`config.mk`:
```
export PLATFORM = sky130hd
export DESIGN_NAME = ps2_key_event_rx
export DESIGN_NICKNAME = d
export VERILOG_FILES = /design/src/rtl/ps2_key_event_rx.sv
export SDC_FILE = /design/constraint.sdc
export NUM_CORES = 1
export LEC_CHECK = 0
export CORE_UTILIZATION = 30
export CTS_BUF_LIST = sky130_fd_sc_hd__clkbuf_4 sky130_fd_sc_hd__clkbuf_8
export DETAILED_ROUTE_END_ITERATION = 10
export PLACE_DENSITY = 0.43
export SLEW_MARGIN = 5
export SYNTH_ARGS = -nofsm -noshare
export SYNTH_HDL_FRONTEND = slang
export SYNTH_SLANG_ARGS = --single-unit
```
`constraint.sdc`:
```
create_clock -name clk -period 4.2 [get_ports clk]
set_input_delay 0.84 -clock clk [delete_from_list [all_inputs] [get_ports clk]]
set_output_delay 0.84 -clock clk [all_outputs]
set_load 0.02 [all_outputs]
```
`src/rtl/ps2_key_event_rx.sv`:
```
// PS/2 keyboard receiver: pin conditioning, frame deserialiser, E0/F0
// prefix parser and a first-word-fall-through event FIFO with valid/ready.
module ps2_key_event_rx #(
  parameter int FILTER_LEN     = 8,
  parameter int TIMEOUT_CYCLES = 50000,
  parameter int FIFO_DEPTH     = 8
) (
  input  logic                          clk,
  input  logic                          reset,
  input  logic                          ps2_clock,
  input  logic                          ps2_data,
  input  logic                          ev_ready,
  input  logic                          clear_err,
  output logic                          ev_valid,
  output logic [7:0]                    ev_code,
  output logic                          ev_break,
  output logic                          ev_extended,
  output logic [$clog2(FIFO_DEPTH):0]   ev_count,
  output logic                          overflow,
  output logic                          frame_err,
  output logic [7:0]                    err_count
);
  localparam int FW = $clog2(FILTER_LEN + 1);
  localparam int TW = $clog2(TIMEOUT_CYCLES + 1);
  localparam int AW = $clog2(FIFO_DEPTH);
  localparam int CW = AW + 1;

  typedef enum logic [1:0] {IDLE, DATA, PARITY, STOP} state_t;

  typedef struct packed {
    logic       ext;
    logic       brk;
    logic [7:0] code;
  } ev_t;

  logic          clk_s1, clk_s2, dat_s1, dat_s2;
  logic          filt_clk;
  logic [FW-1:0] flt_cnt;
  logic          bit_edge;

  state_t        state;
  logic [2:0]    bit_idx;
  logic [7:0]    shift;
  logic          par_bit;
  logic [TW-1:0] to_cnt;
  logic          timeout_hit, stop_ok, accept_now, reject_now;

  logic          acc_vld;
  logic [7:0]    acc_byte;
  logic          pend_ext, pend_brk;
  logic          is_prefix, is_resp, emit;

  ev_t           mem [FIFO_DEPTH];
  logic [AW-1:0] wr_ptr, rd_ptr;
  logic [CW-1:0] count;
  logic          full, pop, push_ok, drop;

  // Two-flop synchronisers; idle level of both pins is high
  always_ff @(posedge clk) begin
    if (reset) begin
      clk_s1 <= 1'b1; clk_s2 <= 1'b1;
      dat_s1 <= 1'b1; dat_s2 <= 1'b1;
    end else begin
      clk_s1 <= ps2_clock; clk_s2 <= clk_s1;
      dat_s1 <= ps2_data;  dat_s2 <= dat_s1;
    end
  end

  // Glitch filter: level follows only after FILTER_LEN equal samples
  always_ff @(posedge clk) begin
    if (reset) begin
      filt_clk <= 1'b1;
      flt_cnt  <= '0;
    end else if (clk_s2 == filt_clk) begin
      flt_cnt  <= '0;
    end else if (flt_cnt == FW'(FILTER_LEN - 1)) begin
      filt_clk <= clk_s2;
      flt_cnt  <= '0;
    end else begin
      flt_cnt  <= flt_cnt + 1'b1;
    end
  end

  // Bit edge fires in the cycle the filtered clock is about to fall
  always_comb begin
    bit_edge    = filt_clk & ~clk_s2 & (flt_cnt == FW'(FILTER_LEN - 1));
    timeout_hit = (state != IDLE) & ~bit_edge & (to_cnt == TW'(TIMEOUT_CYCLES - 1));
    stop_ok     = dat_s2 & (^shift ^ par_bit);
    accept_now  = (state == STOP) & bit_edge & stop_ok;
    reject_now  = ((state == STOP) & bit_edge & ~stop_ok) | timeout_hit;
  end

  // Frame FSM: start, 8 data bits LSB first, odd parity, stop; plus timeout
  always_ff @(posedge clk) begin
    if (reset) begin
      state   <= IDLE;
      bit_idx <= '0;
      shift   <= '0;
      par_bit <= 1'b0;
      to_cnt  <= '0;
    end else begin
      if (state == IDLE || bit_edge) to_cnt <= '0;
      else                           to_cnt <= to_cnt + 1'b1;
      if (timeout_hit) begin
        state <= IDLE;
      end else if (bit_edge) begin
        case (state)
          IDLE:   if (!dat_s2) begin state <= DATA; bit_idx <= '0; end
          DATA: begin
            shift   <= {dat_s2, shift[7:1]};
            bit_idx <= bit_idx + 1'b1;
            if (bit_idx == 3'd7) state <= PARITY;
          end
          PARITY: begin par_bit <= dat_s2; state <= STOP; end
          default: state <= IDLE;
        endcase
      end
    end
  end

  // Byte classification for the parser
  always_comb begin
    is_prefix = (acc_byte == 8'hE0) | (acc_byte == 8'hF0);
    case (acc_byte)
      8'h00, 8'hAA, 8'hEE, 8'hFA, 8'hFC, 8'hFE, 8'hFF: is_resp = 1'b1;
      default:                                         is_resp = 1'b0;
    endcase
    emit    = acc_vld & ~is_prefix & ~is_resp;
    full    = (count == CW'(FIFO_DEPTH));
    pop     = ev_valid & ev_ready;
    push_ok = emit & (~full | pop);
    drop    = emit & full & ~pop;
  end

  // Accepted-byte register, error accounting and prefix tracking
  always_ff @(posedge clk) begin
    if (reset) begin
      acc_vld   <= 1'b0;
      acc_byte  <= '0;
      frame_err <= 1'b0;
      err_count <= '0;
      pend_ext  <= 1'b0;
      pend_brk  <= 1'b0;
    end else begin
      acc_vld   <= accept_now;
      frame_err <= reject_now;
      if (accept_now) acc_byte <= shift;
      if (reject_now)
        err_count <= clear_err ? 8'd1 :
                     (err_count == 8'hFF) ? err_count : err_count + 1'b1;
      else if (clear_err)
        err_count <= '0;
      // frame_err and acc_vld are never high in the same cycle
      if (frame_err) begin
        pend_ext <= 1'b0;
        pend_brk <= 1'b0;
      end else if (acc_vld) begin
        if (acc_byte == 8'hE0)      pend_ext <= 1'b1;
        else if (acc_byte == 8'hF0) pend_brk <= 1'b1;
        else begin
          pend_ext <= 1'b0;
          pend_brk <= 1'b0;
        end
      end
    end
  end

  // FIFO storage, no reset needed since outputs are gated by ev_valid
  always_ff @(posedge clk) begin
    if (push_ok) mem[wr_ptr] <= '{ext: pend_ext, brk: pend_brk, code: acc_byte};
  end

  // FIFO pointers, occupancy and sticky overflow
  always_ff @(posedge clk) begin
    if (reset) begin
      wr_ptr   <= '0;
      rd_ptr   <= '0;
      count    <= '0;
      overflow <= 1'b0;
    end else begin
      if (push_ok) wr_ptr <= wr_ptr + 1'b1;
      if (pop)     rd_ptr <= rd_ptr + 1'b1;
      case ({push_ok, pop})
        2'b10:   count <= count + 1'b1;
        2'b01:   count <= count - 1'b1;
        default: count <= count;
      endcase
      if (drop)           overflow <= 1'b1;
      else if (clear_err) overflow <= 1'b0;
    end
  end

  ev_t head;
  assign head        = mem[rd_ptr];
  assign ev_valid    = (count != '0);
  assign ev_count    = count;
  assign ev_code     = ev_valid ? head.code : 8'h00;
  assign ev_break    = ev_valid & head.brk;
  assign ev_extended = ev_valid & head.ext;

endmodule

```
==> flow_summary.yaml, run 1 <==
setup_path:
  critPathKind: "reg2reg"
  cp.arrival_ns: 3.82
  crit_path_frequent_cell: "a21o_1"
  crit_family: "compound AO/OA/AOI/OAI gates"
  cp_slowest_stage_delay_ns: 0.61
  worstSetupStartpoint: "acc_byte[4]$_SDFFE_PP0P_"
  start_kind: "flip-flop"
  critPathRequiredTime_ns: 4.58
  path_cells: "maj3_1 -> a21oi_1 -> o311a_1 -> or2_2 -> inv_1 -> ha_1 -> a21o_1 -> a21o_1 -> or4b_2 -> a21o_1 -> a31oi_1"
  critical_path.endpoint_type: "flip-flop"
  worstReg2RegStart: "acc_byte[4]$_SDFFE_PP0P_"
  r2r_cells: 11
  regToRegEndpoint: "ev_count[3]$_SDFFE_PP0P_"
  path_buf_inv: 1
  crit_fanout: 14
  cp_slowest_cell: "or4b_2"
  regToRegSetupSlack_ns: 0.75
synthesis:
  syn_avg_cell_area_um2: 12.6
  syn-cell-area_mm2: 0.00639
  synth_ff_type: "edfxtp_1"
  ys_seq_area_frac: 0.604
  synthDistinctLibCells: 56
  synth_edf_count: 80
  ys_ff_latch: 153
  yosysWarnings: 0
  syn_inst: 508
  syn-num-nets: 530
  synthArstFlopShare: 0
route:
  drc_errors: 0
  vias_per_cell: 4.73
  first_iter_violations: 206
  finalWirelength_mm: 13.4
  postRouteAntennaNets: 0
  wl_per_cell_um: 16.0
  vias: 3959
  dr.pass1.iters: 4
pwr:
  intPower_mw: 2.36
  combPwrFrac: 0.190
  vdd_drop_max_uv: 190
  power_frac_clock: 0.325
  power.leakage_nw: 2.50
  p_per_area_mw_per_mm2: 445
  p_sw_frac: 0.286
  power_frac_seq: 0.485
  p_sw_mw: 0.946
clocking:
  path_clk_slew_ns: 0.09
  cts_sinks: 153
  h-tree-depth: 4
  ctsResizeCount: 0
  hold_buffers: 0
  post_cts_buffers: 0
  cts_inserted_buffers: 17
  cts_tree: "yes"
  clockBufferDepth: 2
  clkLatencyLatePin_ns: 0.45
  cts_root_buf: "clkbuf_8"
floorplanning:
  rows: 53
  io_pins: 31
  die_y_um: 148
  core_area_mm2: 0.0210
  die_area_mm2: 0.0219
  initial_core_util: 0.305
  die_x_um: 148
hold_path:
  worstHoldPathType: "reg2reg"
  hold_path_end: "clk_s2$_SDFF_PP1_"
  holdCritStartpoint: "clk_s1$_SDFF_PP1_"
  whs_path_depth: 1
final_layout:
  fillCellCount: 2084
  syn_to_final_growth_pct: 16.2
  multi_input_comb_area_mm2: 0.00240
  antenna_cells: 0
  layout_common_cells: "80 x edfxtp_1, 73 x dfxtp_1, 58 x nor2_1, 30 x clkdlybuf4s50_1, 29 x nand3_1"
  mostFrequentLayoutCell: "edfxtp_1"
  nets: 571
  final_util: 0.355
  seq_area_mm2: 0.00386
  drive_gt1_frac: 0.139
global_route:
  grt_pass1_vias: 3983
  grt_overflow: 0
  grt_first_pass_wirelength_mm: 21.2
  grt_max_degree: 47
  grt_usage: 0.129
  antenna_found_initial: 0
sta:
  period_share: 0.820
  fin_skew_ns: 0.0128
  hold_ws_ns: 0.416
  setup_viol: 0
  rsz0062_at_grt: "false"
  hold_viol: 0
  slew_violations: 0
  worst_slew_pin_slew_ns: 0.720
  clock.fmax_ghz: 0.290
  tns_ns: 0
  min_period_ns: 3.45
  slew_headroom: 0.519
place:
  place_congestion: 0.751
  dp_hpwl_mm: 8.63
  portBuffers: 30
flow_run:
  maxCapViolCount: 0
outcome:
  status: "complete, no violations"
-- synth_stat cells (12+ instances only) --
master | number | share of area
nand2_1 | 27 | 0.016
xor2_1 | 13 | 0.018
mux2i_1 | 23 | 0.036
edfxtp_1 | 80 | 0.38
nor2_1 | 58 | 0.034
clkbuf_1 | 15 | 0.0088
mux4_2 | 20 | 0.070
ha_1 | 15 | 0.029
inv_1 | 15 | 0.0088
dfxtp_1 | 73 | 0.23
xnor2_1 | 12 | 0.016
o21ai_0 | 14 | 0.011
a21oi_1 | 26 | 0.020
nand3_1 | 29 | 0.023
-- registers in the layout (all words and copies together), names as in the netlist, 3 cells and up, named ones only --
name	count
ev_count	4
shift	8
bit_idx	3
rd_ptr	3
flt_cnt	4
to_cnt	16
err_count	8
acc_byte	8
wr_ptr	3
mem	80
-- area by class of cell --
| type | count | share of cell area |
|---|---|---|
| Clock buffer | 17 | 0.0315 |
| Clock inverter | 15 | 0.0190 |
| Inverter | 15 | 0.00758 |
| Multi-Input combinational cell | 320 | 0.323 |
| Sequential cell | 153 | 0.520 |
| Tap cell | 275 | 0.0463 |
| Timing Repair Buffer | 42 | 0.0525 |
-- logic make-up (layout without fill, tap and decap cells) --
kind of cell    count (synthesis)  in the layout  share of synthesized area
buf+inv                        35             89                     0.0221
xor+xnor                       26             26                     0.0378
compound gates                 58             58                     0.0540
mux                            44             44                      0.108
fa+ha+maj                      17             17                     0.0341
simple gates                  175            175                      0.139
flops                         153            153                      0.604
-- metal layers --
layer / routed length [µm] / up-vias / share of wire / track usage
met5: 0 / - / 0 / 0
met3: 311 / 12 / 0.023 / 0.0278
met1: 6550 / 1948 / 0.49 / 0.169
li1: - / 1952 / - / -
met2: 6390 / 47 / 0.48 / 0.208
met4: 141 / 0 / 0.011 / 0.0479
-- worst max-delay path by stage --
stage / endpoint / cells after the start
2_1_floorplan: ev_count[3]$_SDFFE_PP0P_ / 12
3_3_place_gp: ev_count[3]$_SDFFE_PP0P_ / 10
3_5_place_dp: ev_count[3]$_SDFFE_PP0P_ / 10
4_1_cts: ev_code[4] / 5
5_1_grt: ev_count[3]$_SDFFE_PP0P_ / 11
6_report: ev_count[3]$_SDFFE_PP0P_ / 11
-- power by group through the flow --
stage / sequential [mW] / combinational, mW / clock [mW]
3_3_place_gp: 1.64 / 0.635 / 0
2_1_floorplan: 1.64 / 0.392 / 0
3_5_place_dp: 1.64 / 0.644 / 0
4_1_cts: 1.60 / 0.646 / 1.12
6_report: 1.60 / 0.627 / 1.07
5_1_grt: 1.61 / 0.687 / 1.17
-- through the flow --
stage	area (µm²)	setup WS, ns	total power [mW]	instances
6_report	7430	0.754	3.30	837
3_3_place_gp	7050	0.653	2.27	805
3_5_place_dp	7050	0.603	2.28	805
2_1_floorplan	6390	1.01	2.04	508
4_1_cts	7430	0.665	3.37	837
5_1_grt	7430	0.548	3.47	837
No activity file was read; power rests on OpenSTA's default activity.
==> run 2: changes to the inputs <==
--- a/config.mk
+++ b/config.mk
@@ -8,7 +8,7 @@
 export CORE_UTILIZATION = 30
 export CTS_BUF_LIST = sky130_fd_sc_hd__clkbuf_4 sky130_fd_sc_hd__clkbuf_8
 export DETAILED_ROUTE_END_ITERATION = 10
-export PLACE_DENSITY = 0.43
+export PLACE_DENSITY = 0.45
 export SLEW_MARGIN = 5
 export SYNTH_ARGS = -nofsm -noshare
 export SYNTH_HDL_FRONTEND = slang
==> constraint.sdc (replaced) <==
create_clock -name clk -period 2.94 [get_ports clk]
set_input_delay 0.588 -clock clk [delete_from_list [all_inputs] [get_ports clk]]
set_output_delay 0.588 -clock clk [all_outputs]
set_load 0.02 [all_outputs]
==> flow_summary.yaml, run 2 (same netlist as run 1, synthesis figures left out) <==
clocking:
  cts_sinks: 153
  cts_root_buf: "clkbuf_8"
  clockBufferDepth: 2
  cts_tree: "yes"
  cts_inserted_buffers: 17
  clkLatencyLatePin_ns: 0.44
  path_clk_slew_ns: 0.09
  hold_buffers: 0
  h-tree-depth: 4
place:
  place_congestion: 0.760
  portBuffers: 30
  dp_hpwl_mm: 8.72
  place_ws_ns: -0.0868
setup_path:
  path_cells: "maj3_2 -> a21oi_2 -> o311a_1 -> or2_4 -> inv_2 -> ha_1 -> a21o_1 -> a21o_1 -> or4b_2 -> a21o_1 -> a31oi_1"
  critPathRequiredTime_ns: 3.31
  crit_fanout: 7
  cp.arrival_ns: 3.22
  critPathKind: "reg2reg"
  critical_path.endpoint_type: "flip-flop"
  cp_slowest_stage_delay_ns: 0.60
  crit_path_frequent_cell: "a21o_1"
  r2r_cells: 11
  start_kind: "flip-flop"
  cp_slowest_cell: "or4b_2"
route:
  drc_errors: 0
  vias: 4017
  dr.pass1.iters: 4
  finalWirelength_mm: 13.4
  vias_per_cell: 4.69
  postRouteAntennaNets: 0
  wl_per_cell_um: 15.7
  first_iter_violations: 138
pwr:
  vdd_drop_max_uv: 286
  p_per_area_mw_per_mm2: 634
  power.leakage_nw: 2.68
sta:
  tns_ns: 0
  slew_headroom: 0.612
  setup_viol: 0
  slew_violations: 0
  hold_viol: 0
  min_period_ns: 2.85
  rsz0062_at_grt: "true"
  period_share: 0.969
  worst_slew_pin_slew_ns: 0.582
  fin_skew_ns: 0.0127
  clock.fmax_ghz: 0.351
  worst_slack_ns: 0.0901
flow_run:
  maxCapViolCount: 0
global_route:
  grt_max_degree: 47
  antenna_found_initial: 0
  grt_pass1_vias: 4133
  grt_first_pass_wirelength_mm: 21.8
  grt_usage: 0.132
  grt_overflow: 0
final_layout:
  nets: 590
  largest_reg_flops: 80
  layout_common_cells: "80 x edfxtp_1, 67 x dfxtp_1, 58 x nor2_1, 29 x nand3_1, 29 x buf_4"
  syn_to_final_growth_pct: 19.8
  drive_gt1_frac: 0.188
  antenna_cells: 0
  mostFrequentLayoutCell: "edfxtp_1"
  final_util: 0.365
  top_regs: "mem: 80 flops, to_cnt: 16 flops"
  top_register: "mem"
floorplanning:
  io_pins: 31
  die_x_um: 148
  rows: 53
  core_area_mm2: 0.0210
  die_y_um: 148
  initial_core_util: 0.305
  die_area_mm2: 0.0219
hold_path:
  worstHoldPathType: "reg2reg"
  whs_path_depth: 1
outcome:
  status: "complete, no violations"
-- run 2: final cells by class --
| type | instances | area [µm²] |
|---|---|---|
| multi-input combinational | 320 | 2420 |
| tap | 275 | 344 |
| clock inverter | 15 | 166 |
| fill | 2083 | 13300 |
| sequential | 153 | 3880 |
| inverter | 15 | 56.3 |
| clock buffer | 17 | 234 |
| timing repair buffer | 61 | 557 |
-- run 2: what timing repair did --
| action | 4_1_cts | 5_1_grt |
|---|---|---|
| gates cloned | 1 | 0 |
| endpoints found under the hold margin | 0 | 0 |
| buffers inserted | 0 | 0 |
| pin swaps | 0 | 2 |
| resized for setup | 11 | 9 |
| endpoints found under the setup margin | 8 | 3 |
-- run 2: worst paths after layout --
kind                             from                        to  slack (ns)
min                 clk_s1$_SDFF_PP1_         clk_s2$_SDFF_PP1_        0.42
max          acc_byte[1]$_SDFFE_PP0P_  ev_count[3]$_SDFFE_PP0P_        0.09
max reg2reg  acc_byte[1]$_SDFFE_PP0P_  ev_count[3]$_SDFFE_PP0P_        0.09
min reg2reg         clk_s1$_SDFF_PP1_         clk_s2$_SDFF_PP1_        0.42
-- run 2: critical path: cells and delay by family, from the launching register on --
family,cells,cell delay [ns]
adders and majority gates,2,0.40
DFF,1,0.39
and+or+nand+nor,2,0.87
AOI/OAI and AO/OA,6,1.05
buffers and inverters,1,0.06
-- run 2: layer usage --
metal	GRT usage	routed length (µm)	vias to the layer above
met5	0	0	-
met4	0.0423	162	0
met3	0.0352	349	18
met2	0.224	6620	46
met1	0.163	6290	1971
li1	-	-	1982
-- run 2: stage by stage --
stage                     std cells  total power [mW]  cell area (µm²)  hold WS, ns
after floorplan                 508              2.91             6410        0.389
after global placement          823              3.30             7210        0.398
after detailed placement        823              3.31             7210        0.402
after CTS                       856              4.96             7640        0.425
after global routing            856              5.12             7660        0.454
final                           856              4.86             7660        0.419
-- run 2: report_power, final --
part,total (mW),switching [mW],internal (mW)
sequential,2.30,0.0473,2.25
clock,1.61,0.837,0.773
combinational,0.945,0.475,0.469
total,4.86,1.36,3.50
